--- src/rtl/wb_arb_pkg.sv ---
`default_nettype none
// +--------------------------------------------------------------------------+
// | wb_arb_pkg: shared state encodings and default sizing for WB arbiters.   |
// | Rev 1.0                                                                  |
// +--------------------------------------------------------------------------+
package wb_arb_pkg;

   localparam logic [1:0] ST_IDLE    = 2'd0;
   localparam logic [1:0] ST_GRANT   = 2'd1;
   localparam logic [1:0] ST_LOCKOUT = 2'd2;

   localparam int DEF_NM      = 4;
   localparam int DEF_TIMEOUT = 255;

   // Watchdog counter width; a disabled watchdog still needs a legal 1-bit vector.
   function automatic int wd_width(input int timeout);
      return (timeout > 0) ? $clog2(timeout + 1) : 1;
   endfunction

endpackage
`default_nettype wire

--- src/rtl/rr_pick.sv ---
`default_nettype none
// +--------------------------------------------------------------------------+
// | rr_pick: combinational round-robin selector, scanning from last+1.       |
// | Rev 1.0                                                                  |
// +--------------------------------------------------------------------------+
module rr_pick
   import wb_arb_pkg::*;
#(
   parameter int NM = DEF_NM
) (
   input  logic [NM-1:0]         i_req,
   input  logic [$clog2(NM)-1:0] i_last,
   output logic                  o_valid,
   output logic [$clog2(NM)-1:0] o_idx
);

   localparam int LW = $clog2(NM);

   int w_k;

   // Scan farthest-first so the nearest requester after i_last overwrites last.
   always_comb begin
      w_k     = 0;
      o_valid = 1'b0;
      o_idx   = '0;
      for (int i = NM; i >= 1; i--) begin
         w_k = int'(i_last) + i;
         if (w_k >= NM) begin
            w_k = w_k - NM;
         end
         if (i_req[LW'(w_k)]) begin
            o_valid = 1'b1;
            o_idx   = LW'(w_k);
         end
      end
   end

endmodule
`default_nettype wire

--- src/rtl/wb_rr_arbiter.sv ---
`default_nettype none
// +--------------------------------------------------------------------------+
// | wb_rr_arbiter: round-robin pipelined-Wishbone arbiter with ack watchdog. |
// | Rev 1.0                                                                  |
// +--------------------------------------------------------------------------+
module wb_rr_arbiter
   import wb_arb_pkg::*;
#(
   parameter int NM         = DEF_NM,
   parameter int ADDR_WIDTH = 16,
   parameter int TIMEOUT    = DEF_TIMEOUT
) (
   input  logic                     clk_i,
   input  logic                     reset_i,
   input  logic [NM-1:0]            m_cyc_i,
   input  logic [NM-1:0]            m_stb_i,
   input  logic [NM-1:0]            m_we_i,
   input  logic [NM*ADDR_WIDTH-1:0] m_adr_i,
   output logic [NM-1:0]            m_ack_o,
   output logic [NM-1:0]            m_stall_o,
   output logic [NM-1:0]            m_err_o,
   output logic                     s_cyc_o,
   output logic                     s_stb_o,
   output logic                     s_we_o,
   output logic [ADDR_WIDTH-1:0]    s_adr_o,
   input  logic                     s_ack_i,
   input  logic                     s_stall_i,
   output logic [NM-1:0]            gnt_o
);

   localparam int LW = $clog2(NM);
   localparam int WW = wd_width(TIMEOUT);

   logic [1:0]    r_state;
   logic [LW-1:0] r_owner;
   logic [LW-1:0] r_last;

   logic          w_owner_cyc;
   logic          w_free;
   logic          w_pick_valid;
   logic [LW-1:0] w_pick_idx;
   logic          w_sel_vld;
   logic [LW-1:0] w_sel;
   logic          w_timeout;

   assign w_owner_cyc = m_cyc_i[r_owner];
   // A GRANT or LOCKOUT owner that has dropped cyc hands the bus back this cycle.
   assign w_free      = (r_state == ST_IDLE) || !w_owner_cyc;

   rr_pick #(
      .NM (NM)
   ) u_pick (
      .i_req   (m_cyc_i),
      .i_last  (r_last),
      .o_valid (w_pick_valid),
      .o_idx   (w_pick_idx)
   );

   assign w_sel_vld = w_free ? w_pick_valid : (r_state == ST_GRANT);
   assign w_sel     = w_free ? w_pick_idx   : r_owner;

   generate
      if (TIMEOUT > 0) begin : g_wd
         localparam logic [WW-1:0] c_wd_last = WW'(TIMEOUT - 1);
         localparam logic [WW-1:0] c_wd_max  = {WW{1'b1}};

         logic [WW-1:0] r_wd_cnt;

         assign w_timeout = !w_free && (r_state == ST_GRANT) && !s_ack_i
                            && (r_wd_cnt == c_wd_last);

         always_ff @(posedge clk_i or negedge reset_i) begin
            if (!reset_i) begin
               r_wd_cnt <= '0;
            end else if (w_free || s_ack_i) begin
               r_wd_cnt <= '0;
            end else if ((r_state == ST_GRANT) && (r_wd_cnt != c_wd_max)) begin
               r_wd_cnt <= r_wd_cnt + 1'b1;
            end
         end
      end else begin : g_no_wd
         assign w_timeout = 1'b0;
      end
   endgenerate

   // Every output is forced low while reset is held, without waiting for a clock.
   always_comb begin
      m_ack_o   = '0;
      m_stall_o = '0;
      m_err_o   = '0;
      gnt_o     = '0;
      s_cyc_o   = 1'b0;
      s_stb_o   = 1'b0;
      s_we_o    = 1'b0;
      s_adr_o   = '0;
      if (reset_i) begin
         m_stall_o = m_cyc_i;
         if (w_sel_vld) begin
            s_cyc_o          = 1'b1;
            s_stb_o          = m_stb_i[w_sel];
            s_we_o           = m_we_i[w_sel];
            s_adr_o          = m_adr_i[int'(w_sel)*ADDR_WIDTH +: ADDR_WIDTH];
            gnt_o[w_sel]     = 1'b1;
            m_ack_o[w_sel]   = s_ack_i;
            m_stall_o[w_sel] = s_stall_i;
         end
         m_err_o[r_owner] = w_timeout;
      end
   end

   always_ff @(posedge clk_i or negedge reset_i) begin
      if (!reset_i) begin
         r_state <= ST_IDLE;
         r_owner <= '0;
         r_last  <= LW'(NM - 1);
      end else if (w_free) begin
         if (w_pick_valid) begin
            r_state <= ST_GRANT;
            r_owner <= w_pick_idx;
            r_last  <= w_pick_idx;
         end else begin
            r_state <= ST_IDLE;
         end
      end else if (w_timeout) begin
         r_state <= ST_LOCKOUT;
      end
   end

endmodule
`default_nettype wire

--- config.mk ---
export PLATFORM = sky130hd
export DESIGN_NAME = wb_rr_arbiter
export DESIGN_NICKNAME = d
export VERILOG_FILES = /design/src/rtl/wb_arb_pkg.sv /design/src/rtl/rr_pick.sv /design/src/rtl/wb_rr_arbiter.sv
export SDC_FILE = /design/constraint.sdc
export NUM_CORES = 1
export LEC_CHECK = 0
export CAP_MARGIN = 20
export CORE_MARGIN = 10
export CORE_UTILIZATION = 32
export DETAILED_ROUTE_END_ITERATION = 10
export PLACE_DENSITY = 0.79
export SLEW_MARGIN = 40
export SYNTH_ARGS = -nofsm -noshare
export SYNTH_HDL_FRONTEND = slang
export SYNTH_SLANG_ARGS = --single-unit
--- constraint.sdc ---
create_clock -name clk_i -period 2.4 [get_ports clk_i]
set_input_delay 0.48 -clock clk_i [delete_from_list [all_inputs] [get_ports clk_i]]
set_output_delay 0.48 -clock clk_i [all_outputs]
set_load 0.1 [all_outputs]
==> results of run 1 <==
[metrics by stage]
step	instances	setup WS, ns
after floorplan	192	-0.449
after global placement	406	-0.786
after detailed placement	406	-0.933
after CTS	422	-0.677
[kinds of logic after synthesis]
logic type      share of synthesized area [%]
buf+inv                                  6.92
fa+ha+maj                                1.50
mux                                      24.8
compound gates                           23.0
xor+xnor                                 2.63
simple gates                             19.9
flops                                    21.2
[repair_timing]
| action | in CTS |
|---|---|
| setup endpoints to repair | 35 |
| gates cloned | 3 |
| buffers inserted | 9 |
| gates resized for setup | 107 |
| pin swaps | 14 |
[synthesized netlist by cell type]
master     instances  area, µm²
mux2i_1           39        390
nand2_1           24       90.1
nor2_1            23       86.3
o22ai_2           16        200
dfrtp_1           12        300
a21oi_1            6       30.0
buf_2              5       25.0
inv_1              5       18.8
nor3_1             5       25.0
o21ai_0            5       25.0
and3_1             4       25.0
o22ai_1            4       25.0
a31oi_1            3       18.8
buf_6              3       33.8
nand3_1            3       15.0
xor2_1             3       26.3
a211oi_1           2       15.0
buf_8              2       30.0
clkbuf_1           2       7.51
dfstp_2            2       52.6
ha_1               2       25.0
nand2b_1           2       12.5
nor2b_1            2       12.5
xnor2_1            2       17.5
a2bb2oi_1          1       8.76
a41oi_1            1       8.76
and4b_1            1       10.0
mux2i_4            1       22.5
nand3b_1           1       7.51
nand4_1            1       6.26
nand4b_1           1       8.76
o211ai_1           1       7.51
o21ai_1            1       5.00
o21bai_1           1       7.51
o221a_2            1       11.3
o22ai_4            1       20.0
or2b_1             1       7.51
or3_1              1       6.26
or3_4              1       11.3
or4_1              1       7.51
==> flow_summary_export.csv, run 1 <==
group,metric,value,unit
outcome,outcome,"did not finish",
outcome,lastStage,"5_1_grt",
outcome,error_message,"[ERROR DPL-0033] detailed placement checks failed during check placement.",
synthesis,synth_area,0.00166,mm²
clock_tree,cts_made_buffers,3,
clock_tree,cts_num_sinks,14,
clock_tree,clockRootBuffer,"clkbuf_8",
clock_tree,cts_buffer_depth,2,
clock_tree,htree_levels,1,
synthesis,syn-mean-instance-area,8.67,µm²
sta,worst_endpoint,"s_adr_o[4]",
grt,grt_max_degree,20,
die,io_pins,115,
clock_tree,cts_hold_buf,0,
synthesis,ys_warn_count,0,
die,start_util,32.8,%
synthesis,ys_types,40,
synthesis,seq_area_frac_synth,21.2,%
synthesis,ys_ff_latch,14,
die,dieWidth,92.1,µm
die,rows,26,
die,die_y,92.1,µm
placement,io_buffers,114,
placement,dpl_cell_area,0.00389,mm²
synthesis,netlist_instances,192,
grt,antenna_found_initial,4,
placement,place.gp.congestion,0.837,
synthesis,synth_nets,274,
placement,dp_hpwl,6530,µm
sta,worstEpCategory,"primary output",
==> inputs of run 2 (changes only) <==
- CORE_UTILIZATION: 32 -> 35
- PLACE_DENSITY: 0.79 -> not set
- PLACE_DENSITY_LB_ADDON: not set -> 0.15
- clock period: 2.4 -> 3.1 ns (I/O delays scaled with it)
==> run 2 against run 1 <==
- the flow now finishes, with violations (setup timing)
- area after synthesis is the same
- synthesized cell count is the same
==> flow_summary_export.csv, run 2 <==
group,metric,value,unit
setup_path,r2r_setup_slack,1.13,ns
sta,worst_slack,-0.191,ns
layout,final_common_cell,"clkdlybuf4s50_1",
placement,dp_slack,-0.491,ns
detailed_routing,first_iter_violations,230,
clock_tree,clockRootBuffer,"clkbuf_8",
grt,first_global_vias,2478,
synthesis,synth_area_leaders,"mux2i_1 23%, dfrtp_1 18%, o22ai_2 12%",
synthesis,synth_nets,274,
sta,hold_viol_final,0,
layout,largest_reg_flops,8,
setup_path,arrival,2.67,ns
synthesis,seq_area_frac_synth,21.2,%
hold_path,hold_class,"reg -> reg",
setup_path,crit_family,"flip-flops",
die,start_util,35.7,%
synthesis,synth_area,0.00166,mm²
grt,track_usage,23.3,%
setup_path,critPathBufInv,3,
layout,top_register,"g_wd.r_wd_cnt",
setup_path,worstPathCellList,"nand2b_4, a21oi_1, or3_4, o22ai_4, buf_12, clkbuf_16, mux2i_2, o22ai_4, buf_12",
setup_path,crit_type,"reg -> out",
synthesis,netlist_instances,192,
setup_path,crit_slowest_cell,"dfstp_2",
detailed_routing,wl_per_cell,31.3,µm
power_and_ir_drop,fin_total_pwr,5.70,mW
sta,fin_crit_sh,106,%
die,die_area,0.00791,mm²
sta,post-route-min-period,3.29,ns
detailed_routing,via_count,2532,
synthesis,syn-mean-instance-area,8.67,µm²
sta,slew_headroom,48.7,%
outcome,outcome,"finished with violations",
die,io_pins,115,
detailed_routing,wl,12500,µm
layout,final_cell_mix,"75 x clkdlybuf4s50_1, 41 x buf_12, 33 x buf_4",
detailed_routing,first_pass_iters,8,
die,rows,25,
sta,setup_tns,-2.92,ns
sta,drv_slew,0,
synthesis,ys.flop_type,"dfrtp_1",
synthesis,synth.top_cells.by_count,"39 x mux2i_1, 24 x nand2_1, 23 x nor2_1",
grt,antenna_found_initial,1,
sta,worstMarginPinSlew,0.767,ns
setup_path,endpoint_kind,"primary output",
clock_tree,cts_made_buffers,3,
sta,fmax,0.304,GHz
synthesis,async_flop_share,100,%
grt,grt_max_degree,18,
clock_tree,clk_pin_slew,0.07,ns
placement,io_buffers,114,
clock_tree,htree_levels,1,
outcome,violations,"setup timing",
detailed_routing,detail-route-antenna-nets,0,
detailed_routing,drcViolationCount,0,
layout,nets,426,
synthesis,ys_warn_count,0,
clock_tree,cts_num_sinks,14,
placement,dp_hpwl,6010,µm
layout,fillers,122,
synthesis,ys_types,40,
sta,rsz0062_at_grt,"true",
detailed_routing,vias_per_cell,6.36,
synthesis,ys_ff_latch,14,
power_and_ir_drop,ir_drop,0.793,mV
sta,fin_skew,0.00588,ns
die,dieWidth,89.0,µm
power_and_ir_drop,pwr_density_cell,1300,mW/mm²
setup_path,critPathRequiredTime,2.48,ns
clock_tree,clock_latency,0.26,ns
synthesis,yosysTopAreaCell,"mux2i_1",
setup_path,cp-start-kind,"flop",
synthesis,synth_top_area_share,23.5,%
power_and_ir_drop,leakage,1.63,nW
synthesis,synth_edf_count,0,
flow_run,maxCapViolations,0,
clock_tree,cts_tree,"built",
placement,place.gp.congestion,0.926,
grt,grt-ovfl-total,0,
layout,syn2layout_area_growth,163,%
grt,grt_pass1_wl,14000,µm
die,core_area,0.00466,mm²
setup_path,path_max_fanout,5,
setup_path,critPathMaxStageDelay,0.58,ns
sta,setup_viol,28,
die,die_y,89.0,µm
clock_tree,cts_hold_buf,0,
layout,drive_gt1_share,51.0,%
clock_tree,cts_buffer_depth,2,
synthesis,yosysMostFrequentCell,"mux2i_1",
run 2: tightest hold or removal path: cells and delay by family (launching register included):
family / cells / cell delay, ns
and+or+nand+nor: 2 / 0.15
DFF: 1 / 0.40
run 2: cell type report:
type	count	area [µm²]	area share (%)
clock buffer	4	55.1	1.26
inverter	5	18.8	0.428
multi-input combinational	161	1880	42.8
timing repair buffer	159	2010	45.8
antenna	1	2.50	0.0571
sequential	14	354	8.08
tap	54	67.6	1.54
run 2: per-stage QoR:
| step | std cells | cell area [µm²] | utilization, % | hold WS (ns) |
|---|---|---|---|---|
| after global routing | 398 | 4380 | 94.0 | 0.575 |
| after floorplan | 192 | 1930 | - | 0.324 |
| final | 398 | 4380 | 94.0 | 0.553 |
| after global placement | 383 | 3710 | 79.5 | 0.473 |
| after detailed placement | 383 | 3710 | 79.7 | 0.477 |
| after CTS | 394 | 4090 | 87.7 | 0.487 |
run 2: logic make-up (layout without fill, tap and decap cells):
group                    after synthesis  in the layout  share of synthesized area, %
AO/OA/AOI/OAI                         43             43                          23.0
multiplexers                          40             40                          24.8
flip-flops                            14             14                          21.2
XOR/XNOR                               5              5                          2.63
AND/OR/NAND/NOR                       71             71                          19.9
adder cells (fa/ha/maj)                2              2                          1.50
other                                  0              1                             0
buffers and inverters                 17            168                          6.92
run 2: final timing paths:
check,cells past startpoint,endpoint,startpoint
worst max-delay path,9,s_adr_o[12],r_last[0]$_DFFE_PN1P_
worst min-delay path,2,r_last[0]$_DFFE_PN1P_,r_last[0]$_DFFE_PN1P_
worst max register to register,8,r_state[0]$_DFFE_PN0P_,r_owner[1]$_DFFE_PN0P_
worst min register to register,2,r_last[0]$_DFFE_PN1P_,r_last[0]$_DFFE_PN1P_
max in group asynchronous,2,r_last[1]$_DFFE_PN1P_,reset_i
min in group asynchronous,2,r_state[0]$_DFFE_PN0P_,reset_i
run 2: where the power goes:
group / switching (mW) / total [mW] / internal, mW
clock: 0.0818 / 0.195 / 0.113
combinational: 2.87 / 5.19 / 2.32
sequential: 0.0749 / 0.310 / 0.236
run 2: what timing repair did:
action	4_1_cts	5_1_grt
resized for setup	63	37
hold endpoints to repair	0	0
setup endpoints to repair	34	26
pin swaps	3	14
gates cloned	3	2
setup buffers	5	2
run 2: per-layer routing:
| layer | track usage [%] | share of wire [%] | vias up |
|---|---|---|---|
| li1 | - | - | 1018 |
| met3 | 7.20 | 9.5 | 70 |
| met1 | 23.7 | 31 | 1207 |
| met5 | 0 | 0 | - |
| met2 | 43.5 | 52 | 237 |
| met4 | 8.82 | 6.9 | 0 |
Note: power is estimated with default switching activity, not from simulation.
